File: src/rtl/duty_ramp_pkg.sv
// Shared definitions for the servo gate duty ramp: the state encoding,
// datapath widths and the default duty/step constants.
package duty_ramp_pkg;

    typedef enum logic [1:0] {
        ST_CLOSED  = 2'd0,
        ST_OPENING = 2'd1,
        ST_OPEN    = 2'd2,
        ST_CLOSING = 2'd3
    } state_e;

    // Width of the duty count handed to the PWM comparator.
    localparam int unsigned ANGLE_W = 19;
    // One extra bit so angle + STEP cannot wrap before it is clamped.
    localparam int unsigned CALC_W  = ANGLE_W + 1;

    // Defaults for a 25 MHz clock: 1.0 ms closed, 2.0 ms open.
    localparam int unsigned DUTY_CLOSED_DEF = 25000;
    localparam int unsigned DUTY_OPEN_DEF   = 50000;
    localparam int unsigned STEP_DEF        = 250;

endpackage

File: src/rtl/duty_ramp.sv
// Servo gate duty ramp. On every PWM frame strobe the duty count moves one
// STEP towards the commanded end position, saturating exactly at the end
// value. An obstruction always drives the gate towards open.
module duty_ramp
    import duty_ramp_pkg::*;
#(
    parameter int unsigned DUTY_CLOSED = DUTY_CLOSED_DEF,
    parameter int unsigned DUTY_OPEN   = DUTY_OPEN_DEF,
    parameter int unsigned STEP        = STEP_DEF
) (
    input  logic               clk,
    input  logic               rst,
    input  logic               frame,
    input  logic               mover,
    input  logic               obstruct,
    output logic [ANGLE_W-1:0] angle_out,
    output logic               busy,
    output logic               at_open,
    output logic               at_closed,
    output logic               done
);

    localparam logic [CALC_W-1:0]  OPEN_C    = CALC_W'(DUTY_OPEN);
    localparam logic [CALC_W-1:0]  STEP_C    = CALC_W'(STEP);
    // At or below this angle a down step lands on (or past) DUTY_CLOSED.
    localparam logic [CALC_W-1:0]  LOW_TRIP  = CALC_W'(DUTY_CLOSED + STEP);
    localparam logic [ANGLE_W-1:0] OPEN_A    = ANGLE_W'(DUTY_OPEN);
    localparam logic [ANGLE_W-1:0] CLOSED_A  = ANGLE_W'(DUTY_CLOSED);
    localparam logic [ANGLE_W-1:0] STEP_A    = ANGLE_W'(STEP);

    state_e             state_q, state_d;
    logic [ANGLE_W-1:0] angle_q, angle_d;
    logic               busy_q, busy_d;
    logic               at_open_q, at_open_d;
    logic               at_closed_q, at_closed_d;
    logic               done_q, done_d;

    logic               want_open;
    logic [CALC_W-1:0]  angle_ext;
    logic [CALC_W-1:0]  sum_up;
    logic [ANGLE_W-1:0] diff_dn;

    // Saturating add/subtract datapath; the subtract result is only used
    // when the angle is safely above LOW_TRIP, so it never underflows.
    always_comb begin
        angle_ext = {1'b0, angle_q};
        sum_up    = angle_ext + STEP_C;
        diff_dn   = angle_q - STEP_A;
    end

    // Next state and next angle, evaluated only on frame strobes.
    always_comb begin
        // NOTE: every signal gets a default first so no path leaves it
        // unassigned, which would otherwise infer a latch.
        state_d   = state_q;
        angle_d   = angle_q;
        done_d    = 1'b0;
        want_open = mover | obstruct;
        if (frame) begin
            if (want_open && (state_q != ST_OPEN)) begin
                if (sum_up >= OPEN_C) begin
                    state_d = ST_OPEN;
                    angle_d = OPEN_A;
                    done_d  = 1'b1;
                end else begin
                    state_d = ST_OPENING;
                    angle_d = sum_up[ANGLE_W-1:0];
                end
            end else if (!want_open && (state_q != ST_CLOSED)) begin
                if (angle_ext <= LOW_TRIP) begin
                    state_d = ST_CLOSED;
                    angle_d = CLOSED_A;
                    done_d  = 1'b1;
                end else begin
                    state_d = ST_CLOSING;
                    angle_d = diff_dn;
                end
            end
        end
    end

    // Status flags decoded from the next state so they line up with state_q.
    always_comb begin
        busy_d      = (state_d == ST_OPENING) || (state_d == ST_CLOSING);
        at_open_d   = (state_d == ST_OPEN);
        at_closed_d = (state_d == ST_CLOSED);
    end

    // State, angle and output registers with synchronous reset.
    always_ff @(posedge clk) begin
        // NOTE: sequential state uses non-blocking assignments so every flop
        // samples values from before the edge, independent of statement order.
        if (rst) begin
            state_q     <= ST_CLOSED;
            angle_q     <= CLOSED_A;
            busy_q      <= 1'b0;
            at_open_q   <= 1'b0;
            at_closed_q <= 1'b1;
            done_q      <= 1'b0;
        end else begin
            state_q     <= state_d;
            angle_q     <= angle_d;
            busy_q      <= busy_d;
            at_open_q   <= at_open_d;
            at_closed_q <= at_closed_d;
            done_q      <= done_d;
        end
    end

    assign angle_out = angle_q;
    assign busy      = busy_q;
    assign at_open   = at_open_q;
    assign at_closed = at_closed_q;
    assign done      = done_q;

endmodule

File: config.mk
export PLATFORM = sky130hd
export DESIGN_NAME = duty_ramp
export DESIGN_NICKNAME = d
export VERILOG_FILES = /design/src/rtl/duty_ramp_pkg.sv /design/src/rtl/duty_ramp.sv
export SDC_FILE = /design/constraint.sdc
export NUM_CORES = 1
export LEC_CHECK = 0
export ABC_CLOCK_PERIOD_IN_PS = 6000
export CELL_PAD_IN_SITES_DETAIL_PLACEMENT = 1
export CELL_PAD_IN_SITES_GLOBAL_PLACEMENT = 2
export CORE_MARGIN = 2
export CORE_UTILIZATION = 34
export CTS_CLUSTER_DIAMETER = 100
export CTS_CLUSTER_SIZE = 10
export DETAILED_ROUTE_END_ITERATION = 8
export PLACE_DENSITY_LB_ADDON = 0.2
export SLEW_MARGIN = 10
export SYNTH_ARGS = -nofsm -noshare
export SYNTH_HDL_FRONTEND = slang
export SYNTH_SLANG_ARGS = --single-unit
File: constraint.sdc
create_clock -name clk -period 6 [get_ports clk]
set_clock_uncertainty 0.2 [all_clocks]
set_input_delay 1.2 -clock clk [delete_from_list [all_inputs] [get_ports clk]]
set_output_delay 1.2 -clock clk [all_outputs]
set_load 0.05 [all_outputs]
==> flow_metrics.env <==
export IMPL_status="complete, no violations"
export IMPL_setup_violations=0
export IMPL_remaining_drc_errors=0
export IMPL_rows=28
export IMPL_holdCritPathClass="register to register"
export IMPL_ios=28
export IMPL_die_area_um2=6800
export IMPL_detailed_place_hpwl_um=5120
export IMPL_num_antenna_cells=0
export IMPL_dieHeight_um=82.4
export IMPL_dpl_cell_count=364
export IMPL_vias_per_cell=6.25
export IMPL_crit_buf_inv=1
export IMPL_grt_pass1_vias=2170
export IMPL_ys_ff_latch=23
export IMPL_synth_area_leaders="dfxtp_1 (22%), a21oi_1 (5.5%), nor2_1 (5.0%)"
export IMPL_clock_sinks=23
export IMPL_slew_headroom=0.478
export IMPL_async_flop_share=0
export IMPL_synth_most_common_cell="nor2_1"
export IMPL_dpl_instance_area_um2=2340
export IMPL_startpoint_type="register"
export IMPL_place_ws_ps=2460
export IMPL_fin_hold_ws_ps=323
export IMPL_synthCells=285
export IMPL_avgSynthCellArea_um2=7.34
export IMPL_max_freq_mhz=305
export IMPL_cp_end_kind="output port"
export IMPL_synth_top_cell_area_share=0.220
export IMPL_drive_above_1_share=0.0785
export IMPL_slowest_delay_ps=910
export IMPL_clk_latency_ps=280
export IMPL_r2r_end="at_open$_SDFF_PP0_"
export IMPL_drv_cap=0
export IMPL_cts_buffer_depth=2
export IMPL_ctsResizeCount=0
export IMPL_area_growth_pct=13.9
export IMPL_critical_path_class="register to output port"
export IMPL_power_density_nw_per_um2=218
export IMPL_worst_pin_slew_ps=781
export IMPL_tritoncts="built"
export IMPL_synth_common_cells="nor2_1 (28), a21oi_1 (23), dfxtp_1 (23), o21ai_0 (19), nand3_1 (16)"
export IMPL_p_total_uw=521
export IMPL_startpoint="angle_out[5]$_SDFFE_PP1P_"
export IMPL_crit_fanout=14
export IMPL_arrival_ps=1880
export IMPL_cts_root_buffer="clkbuf_8"
export IMPL_start_util=0.353
export IMPL_critPathRequiredTime_ps=4600
export IMPL_h_tree_depth=1
export IMPL_final_cells=368
export IMPL_finalHoldViolCount=0
export IMPL_vias=2300
export IMPL_ys_warn_count=0
export IMPL_rr_worst_depth=8
export IMPL_syn_area_um2=2090
export IMPL_numCtsBuffers=3
export IMPL_ys_types=69
export IMPL_utilization=0.403
export IMPL_post_route_min_period_ps=3280
export IMPL_maxSlewViolCount=0
export IMPL_regToRegSetupSlack_ps=2740
export IMPL_crit_path_end="angle_out[5]"
export IMPL_antenna_left=0
export IMPL_cts_setup_buffers=0
export IMPL_grt_max_degree=25
export IMPL_first_pass_iters=4
export IMPL_final_cell_area_um2=2380
export IMPL_hold_buffers=0
export IMPL_drt_iter0_drc=119
export IMPL_worstPathCellList="clkdlybuf4s50_1"
export IMPL_wl_um=7250
export IMPL_gr_usage_all_layers=0.230
export IMPL_cp_depth=1
export IMPL_ir_drop_mv=0.0773
export IMPL_synthesis_nets=293
export IMPL_antenna_found_initial=0
export IMPL_yosysTopAreaCell="dfxtp_1"
export IMPL_place_congestion=0.831
export IMPL_overflow=0
export IMPL_grt_pass1_wl_um=11700
export IMPL_rsz0062_at_grt="no"
export IMPL_layout_nets=302
export IMPL_io_buffers=26
export IMPL_avgRoutedWirePerCell_um=19.7
export IMPL_seq_area_frac_synth=0.220
export IMPL_cpLargestDelayFamily="buffers and inverters"
export IMPL_clk_pin_slew_ps=90
export IMPL_leakagePower_nw=0.822
export IMPL_synth_edf_count=0
export IMPL_yosys_most_used_dff="dfxtp_1"
export IMPL_setup_slack_ps=2720
export IMPL_die_w_um=82.4
export IMPL_fin_crit_sh=0.546
export IMPL_slowest_stage="clkdlybuf4s50_1"
export IMPL_tns_ps=0
export IMPL_r2r_start="angle_out[1]$_SDFFE_PP0P_"
export IMPL_coreArea_um2=5920
-- cell families after synthesis --
family          Yosys count  share of synthesized area
buf+inv                  37                     0.0837
compound gates          107                      0.362
other cells               1                    0.00179
flops                    23                      0.220
simple gates            105                      0.275
fa+ha+maj                 3                     0.0179
xor+xnor                  7                     0.0293
mux                       2                     0.0108
-- sequential cells by signal, indices dropped and copies added (netlist names) --
register   count
busy           1
at_closed      1
angle_out     18
done           1
state_q        1
at_open        1
-- worst min-delay path by stage --
stage / startpoint / end / slack, ps / cells after the start
CTS: angle_out[18]$_SDFFE_PP0P_ / angle_out[18]$_SDFFE_PP0P_ / 320 / 1
global route: angle_out[18]$_SDFFE_PP0P_ / angle_out[18]$_SDFFE_PP0P_ / 360 / 1
detailed placement: angle_out[18]$_SDFFE_PP0P_ / angle_out[18]$_SDFFE_PP0P_ / 310 / 1
floorplan: state_q[1]$_SDFF_PP0_ / at_closed$_SDFF_PP1_ / 370 / 3
global placement: angle_out[18]$_SDFFE_PP0P_ / angle_out[18]$_SDFFE_PP0P_ / 310 / 1
finish: angle_out[18]$_SDFFE_PP0P_ / angle_out[18]$_SDFFE_PP0P_ / 320 / 1
-- cell usage in the layout (no fill, tap or decap), types with 10 or more instances in the layout --
| master | n |
|---|---|
| o21ai_0 | 19 |
| nand2_1 | 14 |
| nor2_1 | 28 |
| a21oi_1 | 23 |
| nor3_1 | 10 |
| dfxtp_1 | 23 |
| inv_1 | 12 |
| clkdlybuf4s50_1 | 26 |
| a31oi_1 | 10 |
| nand3_1 | 16 |
-- layer usage --
| metal | routed length (µm) | GRT usage |
|---|---|---|
| met1 | 3570 | 0.327 |
| met3 | 205 | 0.0359 |
| met5 | 0 | 0 |
| met2 | 3320 | 0.355 |
| met4 | 155 | 0.0733 |
-- power by group --
group	switching (mW)	internal [mW]	total, mW
clock network	0.0576	0.0477	0.105
registers	0.0334	0.164	0.198
logic	0.141	0.0764	0.218
-- layout make-up --
cell class,instances,area [µm²]
fill,739,3540
inverter,12,45.0
multi-input combinational,225,1460
sequential,23,460
clock buffer,4,45.0
tap,75,93.8
timing repair buffer,29,283
No activity file was read; power rests on OpenSTA's default activity.
